===== src/rtl/s_core_boot_ctrl.sv =====
// s_core_boot_ctrl: sequences s_core setup from a valid/ready command stream (IMEM/REG/PC/GO), releases setup after a settle window, returns to setup on halt.
// Ports: clk, rst_n (async active-low); i_cmd_valid/o_cmd_ready/i_cmd_type/i_cmd_addr/i_cmd_data command stream;
// i_halt abort; o_setup, o_inst_mem_addr/data, o_inst_we, o_load_reg_addr/data, o_reg_we, o_pc_start_addr to s_core;
// o_running, o_err (sticky x0 write drop), o_timeout (run-limit pulse, only with S_CORE_RUN_LIMIT_EN defined).
module s_core_boot_ctrl #(
  parameter int ADDR_W        = 32,
  parameter int DATA_W        = 32,
  parameter int REG_AW        = 5,
  parameter int SETTLE_CYCLES = 2,
  parameter int MAX_RUN       = 1024
) (
  input  logic              clk,
  input  logic              rst_n,
  input  logic              i_cmd_valid,
  output logic              o_cmd_ready,
  input  logic [1:0]        i_cmd_type,
  input  logic [ADDR_W-1:0] i_cmd_addr,
  input  logic [DATA_W-1:0] i_cmd_data,
  input  logic              i_halt,
  output logic              o_setup,
  output logic [ADDR_W-1:0] o_inst_mem_addr,
  output logic [DATA_W-1:0] o_inst_mem_data,
  output logic              o_inst_we,
  output logic [REG_AW-1:0] o_load_reg_addr,
  output logic [DATA_W-1:0] o_load_reg_data,
  output logic              o_reg_we,
  output logic [ADDR_W-1:0] o_pc_start_addr,
  output logic              o_running,
  output logic              o_err,
  output logic              o_timeout
);
  localparam int SW = $clog2(SETTLE_CYCLES + 1);
  typedef enum logic [1:0] {IDLE, SETTLE, RUN} state_t;
  state_t state, state_nxt;
  logic [SW-1:0] cnt;
  logic acc, go, reg_cmd, reg_x0, run_exp;
  assign o_cmd_ready = state == IDLE;
  assign o_setup     = state != RUN;
  assign o_running   = state == RUN;
  assign acc         = i_cmd_valid && o_cmd_ready;
  assign go          = acc && i_cmd_type == 2'b11;
  assign reg_cmd     = acc && i_cmd_type == 2'b01;
  assign reg_x0      = i_cmd_addr[REG_AW-1:0] == '0;
`ifdef S_CORE_RUN_LIMIT_EN
  localparam int RW = $clog2(MAX_RUN + 1);
  logic [RW-1:0] run_cnt;
  // Halt has priority over expiry, so a halt on the limit edge suppresses the pulse.
  assign run_exp = state == RUN && !i_halt && run_cnt == RW'(MAX_RUN - 1);
  always_ff @(posedge clk or negedge rst_n)
    if (!rst_n) begin
      run_cnt   <= '0;
      o_timeout <= 1'b0;
    end else begin
      run_cnt   <= (state == RUN) ? run_cnt + 1'b1 : '0;
      o_timeout <= run_exp;
    end
`else
  assign run_exp   = 1'b0;
  assign o_timeout = 1'b0;
`endif
  always_ff @(posedge clk or negedge rst_n)
    if (!rst_n) state <= IDLE;
    else state <= state_nxt;
  always_comb begin
    state_nxt = state;
    unique case (state)
      IDLE:    state_nxt = go ? SETTLE : IDLE;
      SETTLE:  state_nxt = i_halt ? IDLE : (cnt == '0) ? RUN : SETTLE;
      RUN:     state_nxt = (i_halt || run_exp) ? IDLE : RUN;
      default: state_nxt = IDLE;
    endcase
  end
  always_ff @(posedge clk or negedge rst_n)
    if (!rst_n) begin
      cnt             <= '0;
      o_inst_mem_addr <= '0;
      o_inst_mem_data <= '0;
      o_inst_we       <= 1'b0;
      o_load_reg_addr <= '0;
      o_load_reg_data <= '0;
      o_reg_we        <= 1'b0;
      o_pc_start_addr <= '0;
      o_err           <= 1'b0;
    end else begin
      o_inst_we <= acc && i_cmd_type == 2'b00;
      o_reg_we  <= reg_cmd && !reg_x0;
      if (acc && i_cmd_type == 2'b00) begin
        o_inst_mem_addr <= i_cmd_addr;
        o_inst_mem_data <= i_cmd_data;
      end
      if (reg_cmd && !reg_x0) begin
        o_load_reg_addr <= i_cmd_addr[REG_AW-1:0];
        o_load_reg_data <= i_cmd_data;
      end
      if (acc && i_cmd_type == 2'b10) o_pc_start_addr <= i_cmd_data[ADDR_W-1:0];
      if (reg_cmd && reg_x0) o_err <= 1'b1;
      else if (go) o_err <= 1'b0;
      if (go) cnt <= SW'(SETTLE_CYCLES - 1);
      else if (state == SETTLE && cnt != '0) cnt <= cnt - 1'b1;
    end
endmodule


===== config.mk =====
export PLATFORM = sky130hd
export DESIGN_NAME = s_core_boot_ctrl
export DESIGN_NICKNAME = d
export VERILOG_FILES = /design/src/rtl/s_core_boot_ctrl.sv
export SDC_FILE = /design/constraint.sdc
export NUM_CORES = 1
export LEC_CHECK = 0
export ABC_CLOCK_PERIOD_IN_PS = 2180
export CORE_MARGIN = 10
export CORE_UTILIZATION = 43
export CTS_CLUSTER_DIAMETER = 200
export DETAILED_ROUTE_END_ITERATION = 12
export HOLD_SLACK_MARGIN = 0.1
export PLACE_DENSITY = 0.79
export SYNTH_ARGS = -nofsm -noshare
export SYNTH_HDL_FRONTEND = slang
export SYNTH_SLANG_ARGS = --single-unit

===== constraint.sdc =====
create_clock -name clk -period 2.18 [get_ports clk]
set_input_delay 0.327 -clock clk [delete_from_list [all_inputs] [get_ports clk]]
set_output_delay 0.327 -clock clk [all_outputs]
set_load 0.005 [all_outputs]

# Yosys cells after proc, flatten, opt, wreduce, memory -nomap -nowiden
# Cells that the tools add are included.
# op_classes
n_addsub	1
n_eq_ne	6
n_mux	9
reduce_logical	16
# op_table
op	count
2-to-1 mux 2 bit	5
logical AND 1 bit	8
equality test 2 bit (second input constant)	3
logical NOT 2 bit	3
one-hot mux 2 bit (3 select lines)	1
nonzero test 2 bit	3
logical NOT 5 bit	1
equality test 2 x 1 -> 1 bit (second input constant)	2
2-to-1 mux 1 bit	3
!= test 2 bit (second input constant)	1
subtractor 2 x 1 -> 2 bit (second input constant)	1
logical NOT 1 bit	1
# word_totals
regBits	140
inputBits	70
out_inout_bits	140

# Depth between registers and ports, before layout
# Gate-level depths: netlist (run 1).
# logic_depth
ltp_word	5
ltp_mapped	5

# Least setup slack after synthesis (run 1)
# OpenSTA, ideal clock, no wires.
# synth_timing
kind	input to register
start	input port i_cmd_addr[0]
end	register o_load_reg_data[17]
setup_time_ns	0.127
arrival_ns	1.664
required_ns	2.053
setup_slack_ns	0.388
stages	5
n_path_buf	2
cell_sequence	or4_1 > o211ai_2 > buf_6 > buf_6 > mux2_1
# synth_via
elab_chain_len	3
# synth_rtl
element	line_no	text
start, declared	17	input logic [ADDR_W-1:0] i_cmd_addr,
logical NOT 5 bit	43	assign reg_x0 = i_cmd_addr[REG_AW-1:0] == '0;
logical NOT 1 bit	91	if (reg_cmd && !reg_x0) begin
logical AND 1 bit	91	
end signal, assigned	93	o_load_reg_data <= i_cmd_data;
end, declared	25	output logic [DATA_W-1:0] o_load_reg_data,
# Every way passes these cells.
# A chain may end at the register's enable or synchronous reset.

# Worst setup path in the final report (run 1)
# layout_timing
start	register state[1]
end	output port o_cmd_ready
# layout_via
elab_chain_len	1
# layout_rtl
element	line_no	text
start, declared	34	state_t state, state_nxt;
start signal, assigned	63	else state <= state_nxt;
logical NOT 2 bit	37	assign o_cmd_ready = state == IDLE;
end, declared	15	output logic o_cmd_ready,
# Every way passes these cells.

==> results of run 1 <==
## how the worst min path moves through the flow
stage	startpoint	to	slack, ps
2_1_floorplan	rst_n	cnt[0]$_DFFE_PN0P_	30
3_3_place_gp	rst_n	o_inst_mem_data[27]$_DFFE_PN0P_	330
3_5_place_dp	rst_n	o_inst_mem_addr[18]$_DFFE_PN0P_	330
4_1_cts	i_halt	state[1]$_DFF_PN0_	470
5_1_grt	i_halt	state[1]$_DFF_PN0_	470
6_report	rst_n	o_inst_mem_addr[15]$_DFFE_PN0P_	480
## registers in the layout, summed over array words and instances (netlist names)
register and flops:
o_inst_we 1, o_err 1, o_inst_mem_addr 32, o_inst_mem_data 32, state 2, o_load_reg_data 32
o_load_reg_addr 5, o_reg_we 1, o_pc_start_addr 32, cnt 2
## worst max-delay path, stage by stage (launching register included)
cell             delay, ps
dfrtp_1                430
nor2_1                 250
clkdlybuf4s50_1        570
## routing by layer
layer  vias up  part of all wire (%)  global-route usage, %  wire [um]
met5         -                     0                      0          0
met4         0                   1.3                   5.76        170
met3        13                    10                   8.06       1400
met2       129                    51                   27.0       6880
met1      1744                    37                   16.3       4990
li1       1565                     -                      -          -
## cell type report
type                            instances  area share, %
Multi-Input combinational cell        153           20.3
Timing Repair Buffer                  224           27.7
Inverter                                5          0.228
Tap cell                              147           2.23
Clock inverter                          7           1.06
Clock buffer                           24           5.97
Sequential cell                       140           42.5
## Yosys cell counts (all sizes together) (2+ instances only)
library cell    n
dfrtp         140
mux2          132
buf            15
inv             5
a32o            2
nand2           2
nor2            2
nor2b           2
## power groups by stage
stage,sequential (uW),clock (uW),combinational (uW)
6_report,3780,2780,2860
3_5_place_dp,3840,0,2920
3_3_place_gp,3790,0,2850
2_1_floorplan,3860,0,793
5_1_grt,3890,2970,3080
4_1_cts,3800,2850,2940
## stage by stage
stage               setup WS, ps  hold WS, ps  std cells
global placement            -116          333        668
global route                 144          467        700
detailed placement          -161          334        668
floorplan                    388         31.4        314
finish                       200          476        700
CTS                          200          473        700
## kinds of logic (layout without fill, tap and decap cells)
kind of cell	count (synthesis)	after routing	synth area share [%]
DFF	140	140	66.2
other	1	1	0.0709
xor gates and xnor gates	1	1	0.166
buffers and inverters	21	260	2.53
and+or+nand+nor	12	12	1.70
muxes	132	132	28.1
adders and majority gates	1	1	0.236
AOI/OAI and AO/OA	6	6	0.993
## layout by cell type, fill, tap and decap left out, types with 2 or more instances in the layout
cell type	n
a32o_1	2
bufinv_16	2
inv_1	5
dfrtp_1	140
clkinv_2	4
nand2_1	2
nor2_1	2
buf_4	9
clkbuf_16	17
clkbuf_1	3
buf_12	6
mux2_2	113
clkdlybuf4s50_1	207
mux2_1	19
clkbuf_8	4
## timing repair
| item | CTS | global route |
|---|---|---|
| hold buffers | 1 | 0 |
| gates resized for setup | 0 | 0 |
| endpoints found under the hold margin | 140 | 0 |
==> results by group, run 1 <==
Routing
  • DRT antenna net count: 0
  • Via density: between 4 and 5
  • Final routed DRC violation total: 0
  • Wire per inst: 19.2 um
  • DR pass1 iterations: 3
  • Via count: 3451
  • Violation count after the first detailed-route iteration: 181
  • Total wire length: between 10000 and 15000 um

Yosys
  • FF+latch count, synth: between 100 and 150
  • Area contributors post-synth: dfrtp_1 (66%), mux2_2 (24%), mux2_1 (4.0%)
  • Ys Warns: 0
  • Mapped Nets: between 300 and 400
  • Async S/R FF share, synth: 100%
  • Post-synth top area share: ~66%
  • Synth Flop Type: dfrtp_1
  • Post-synthesis sequential area ratio: around two thirds
  • Synth Instances: ~310
  • Area leader, netlist: dfrtp_1
  • EDFF count, synth: 0
  • Cell variety after synth: 25
  • Post-Synthesis Cell Area: approximately 5300 um^2
  • Mean Syn Cell Area: 16.9 um^2

Power and ir drop
  • Switch share: between 20% and 30%
  • Design Power: between 9000 and 10000 uW
  • Sequential Power Share: 40.1%
  • Pwr Density: between 1000 and 1500 nW/um^2
  • Peak supply drop: 0.000670 V
  • Clock power frac: roughly 30%
  • P_leak: ~0.0035 uW
  • Internal power: just over 7000 uW
  • Switching power: around 2300 uW
  • Power share of the combinational group: a little under a third

STA
  • Slew HR: 64.6%
  • Slew @ Worst Pin: around 530 ps
  • Final number of setup-violating endpoints: 0
  • Final hold vios: 0
  • Period Utilization, post-route: 90.8%
  • Final worst path period need: a little under 2000 ps
  • Fin Setup TNS: 0 ps
  • Final Slew Violations: 0
  • Clock skew: just over 5 ps
  • Fmax achieved: 505 MHz
  • RSZ-0062 raised after global routing: false

Worst setup path
  • Worst Setup End Kind: output port
  • CP Max Fanout: 5
  • Crit start category: flop
  • Req. time, crit path: roughly 1900 ps
  • Crit path kind: reg2out
  • CP startpoint: state[1]$_DFF_PN0_
  • Worst flop-to-flop path endpoint: o_inst_mem_data[28]$_DFFE_PN0P_
  • R2r setup slk: about 420 ps
  • Critical Path Sink: o_cmd_ready
  • RR Startpoint: state[1]$_DFF_PN0_
  • FF-to-FF path depth: 4
  • Worst Path Arrival: 1650 ps

Placement
  • DP Area: between 7000 and 8000 um^2
  • Hpwl dp: about 10000 um
  • Buffers on Ports: 208
  • RD Place Congestion: around 0.76

Finish
  • Area of the multi-input gates: roughly 1700 um^2
  • Storage element area: approximately 3500 um^2
  • Number of fill cells in the layout: approximately 840
  • P&R area growth vs syn: 55.7%
  • Nets: a little over 600
  • Design area: 8240 um^2
  • Final core occ: between 60% and 70%
  • # diodes: 0
  • Layout cells sized above 1: 29.1%

Status
  • Outcome: complete, no violations

CTS
  • Cts bufs inserted: 17
  • Clk root buf: clkbuf_16
  • H-tree lvl count: 4
  • Worst skew pair latency: 410 ps
  • # Post-CTS Setup Buffers: 0
  • Clock sinks: 140
  • CTS clock-pin slew for the worst setup and hold paths: 50 ps
  • CTS tree: yes
  • Maximum buffer depth of the clock tree: 2

Global routing
  • Overflow after GRT: 0
  • Initial antenna violation count: 0
  • Total GRT Usage: about 16%
  • Largest net degree at the start of global routing: 84
  • Vias in the first global route: about 3800
  • First-pass GRT wire length: around 21000 um

Floorplanning
  • I/O pin total: 210
  • Starting Density: 44.1%
  • Die Area: ~17000 um^2
  • Die Y-Extent: around 130 um
  • Die W: between 100 and 150 um
  • Std cell rows: 40
  • Core footprint: between 10000 and 15000 um^2

Worst hold path
  • HP Class: in2async

Job
  • Total of max-cap violations: 0
No activity file was read; power rests on OpenSTA's default activity.
==> inputs of run 2 (changes only) <==
--- a/config.mk
+++ b/config.mk
@@ -8,7 +8,6 @@
 export ABC_CLOCK_PERIOD_IN_PS = 2180
 export CORE_MARGIN = 10
 export CORE_UTILIZATION = 43
-export CTS_CLUSTER_DIAMETER = 200
 export DETAILED_ROUTE_END_ITERATION = 12
 export HOLD_SLACK_MARGIN = 0.1
 export PLACE_DENSITY = 0.79
==> results of run 2 <==
Final layout, timing and power as in run 1 (identical DEF).
==> inputs of run 3 (changes only) <==
--- a/config.mk
+++ b/config.mk
@@ -10,6 +10,7 @@
 export CORE_UTILIZATION = 43
 export DETAILED_ROUTE_END_ITERATION = 12
 export HOLD_SLACK_MARGIN = 0.1
+export MAX_ROUTING_LAYER = met4
 export PLACE_DENSITY = 0.79
 export SYNTH_ARGS = -nofsm -noshare
 export SYNTH_HDL_FRONTEND = slang
==> results by group, run 3 (synthesis gave the netlist of run 1 again) <==
STA
  • Clock skew: ~5.4 ps
  • Period Utilization, post-route: about nine tenths
  • Final worst path period need: around 2000 ps
  • Fin Setup TNS: 0 ps
  • Final worst slack: 203 ps
  • Tightest hold margin: ~470 ps
  • Final Slew Violations: 0
  • Fmax achieved: slightly above 500 MHz
  • Final number of setup-violating endpoints: 0
  • Slew HR: approximately 65%
  • Slew @ Worst Pin: approximately 530 ps
  • Final hold vios: 0
  • RSZ-0062 raised after global routing: false

Routing
  • Via count: ~3400
  • DR pass1 iterations: 4
  • DRT antenna net count: 0
  • Final routed DRC violation total: 0
  • Total wire length: 13400 um
  • Wire per inst: about 19 um
  • Violation count after the first detailed-route iteration: 123
  • Via density: 4.90

Worst setup path
  • Crit start category: flop
  • CP max-delay cell: clkdlybuf4s50_1
  • CP Max Fanout: 5
  • CP Cell Sequence: nor2_1, clkdlybuf4s50_1
  • CP max stage delay: 570 ps
  • Worst Path Arrival: between 1500 and 2000 ps
  • Worst Setup End Kind: output port
  • Crit path kind: reg2out
  • FF-to-FF path depth: 4
  • Req. time, crit path: ~1900 ps

Finish
  • Design area: ~8000 um^2
  • Number of fill cells in the layout: 843
  • Nets: slightly above 600
  • Layout cells sized above 1: slightly below 30%
  • Most frequent cells in the layout: clkdlybuf4s50_1 (207), dfrtp_1 (140), mux2_2 (113)
  • # diodes: 0
  • Final core occ: 68.6%
  • P&R area growth vs syn: 55.7%
  • Area of the multi-input gates: between 1500 and 2000 um^2
  • Most common cell after layout, fill and taps aside: clkdlybuf4s50_1
  • Storage element area: about 3500 um^2

Worst hold path
  • HP Class: in2async

Floorplanning
  • Starting Density: 44.1%
  • Die Y-Extent: roughly 130 um
  • Die W: ~130 um
  • Die Area: between 15000 and 20000 um^2
  • Core footprint: between 10000 and 15000 um^2
  • I/O pin total: 210
  • Std cell rows: 40

Power and ir drop
  • Peak supply drop: 0.000672 V
  • Pwr Density: 1140 nW/um^2
  • P_leak: roughly 0.0035 uW

CTS
  • CTS tree: yes
  • Worst skew pair latency: 410 ps
  • Clock sinks: 140
  • CTS resizes: 0
  • Clk root buf: clkbuf_16
  • CTS clock-pin slew for the worst setup and hold paths: about 50 ps
  • Maximum buffer depth of the clock tree: 2
  • H-tree lvl count: 4
  • Cts bufs inserted: 17

Placement
  • Hpwl dp: 10400 um
  • Worst slack at placement: -161 ps
  • Buffers on Ports: 208
  • RD Place Congestion: approximately 0.77
  • DP Area: around 7600 um^2

Job
  • Total of max-cap violations: 0

Global routing
  • Total GRT Usage: 16.2%
  • Initial antenna violation count: 0
  • Largest net degree at the start of global routing: 84
  • First-pass GRT wire length: 20500 um
  • Overflow after GRT: 0
  • Vias in the first global route: between 3000 and 4000

Status
  • Outcome: complete, no violations
==> run 3: final cells by class <==
type / instances / area share, %
inverters: 5 / 0.228
multi-input cells: 153 / 20.3
well taps: 147 / 2.23
clock inverters: 7 / 1.06
repair buffers: 224 / 27.7
flip-flops and latches: 140 / 42.5
clock buffers: 24 / 5.97
==> run 3: timing repair <==
item,in CTS,in global routing
hold buffers,1,0
buffers inserted,0,0
endpoints found under the hold margin,140,0
==> run 3: where the power goes <==
group          switching [uW]  leakage, uW  internal (uW)
logic                     866      0.00152           1990
clock network             995     0.000286           1790
registers                 403      0.00167           3380
==> run 3: metal layers <==
| layer | vias to the layer above | GRT usage [%] | wire, um |
|---|---|---|---|
| met5 | - | - | 0 |
| met4 | 0 | 5.76 | 159 |
| met3 | 12 | 7.57 | 1320 |
| met2 | 129 | 27.1 | 6850 |
| met1 | 1724 | 16.3 | 5090 |
| li1 | 1563 | - | - |
==> run 3: final timing paths <==
| kind | start | to | slack (ps) |
|---|---|---|---|
| max | state[1]$_DFF_PN0_ | o_cmd_ready | 200 |
| min | rst_n | o_inst_mem_addr[15]$_DFFE_PN0P_ | 470 |
| max reg2reg | state[1]$_DFF_PN0_ | o_inst_mem_addr[28]$_DFFE_PN0P_ | 420 |
| min reg2reg | o_load_reg_addr[0]$_DFFE_PN0P_ | o_load_reg_addr[0]$_DFFE_PN0P_ | 490 |
| max in group asynchronous | rst_n | o_load_reg_data[18]$_DFFE_PN0P_ | 1310 |
| min in group clk | o_load_reg_addr[0]$_DFFE_PN0P_ | o_load_reg_addr[0]$_DFFE_PN0P_ | 490 |
==> run 3: stage by stage <==
| step | instances | power [uW] |
|---|---|---|
| global placement | 668 | 6640 |
| CTS | 700 | 9590 |
| finish | 700 | 9430 |
| floorplan | 314 | 4650 |
| global route | 700 | 9930 |
| detailed placement | 668 | 6760 |
==> run 3: worst max-delay path: cells and delay by family, from the launching register on <==
kind	cells	cell delay, ps
AND/OR/NAND/NOR	1	250
flip-flops	1	430
buffers and inverters	1	570
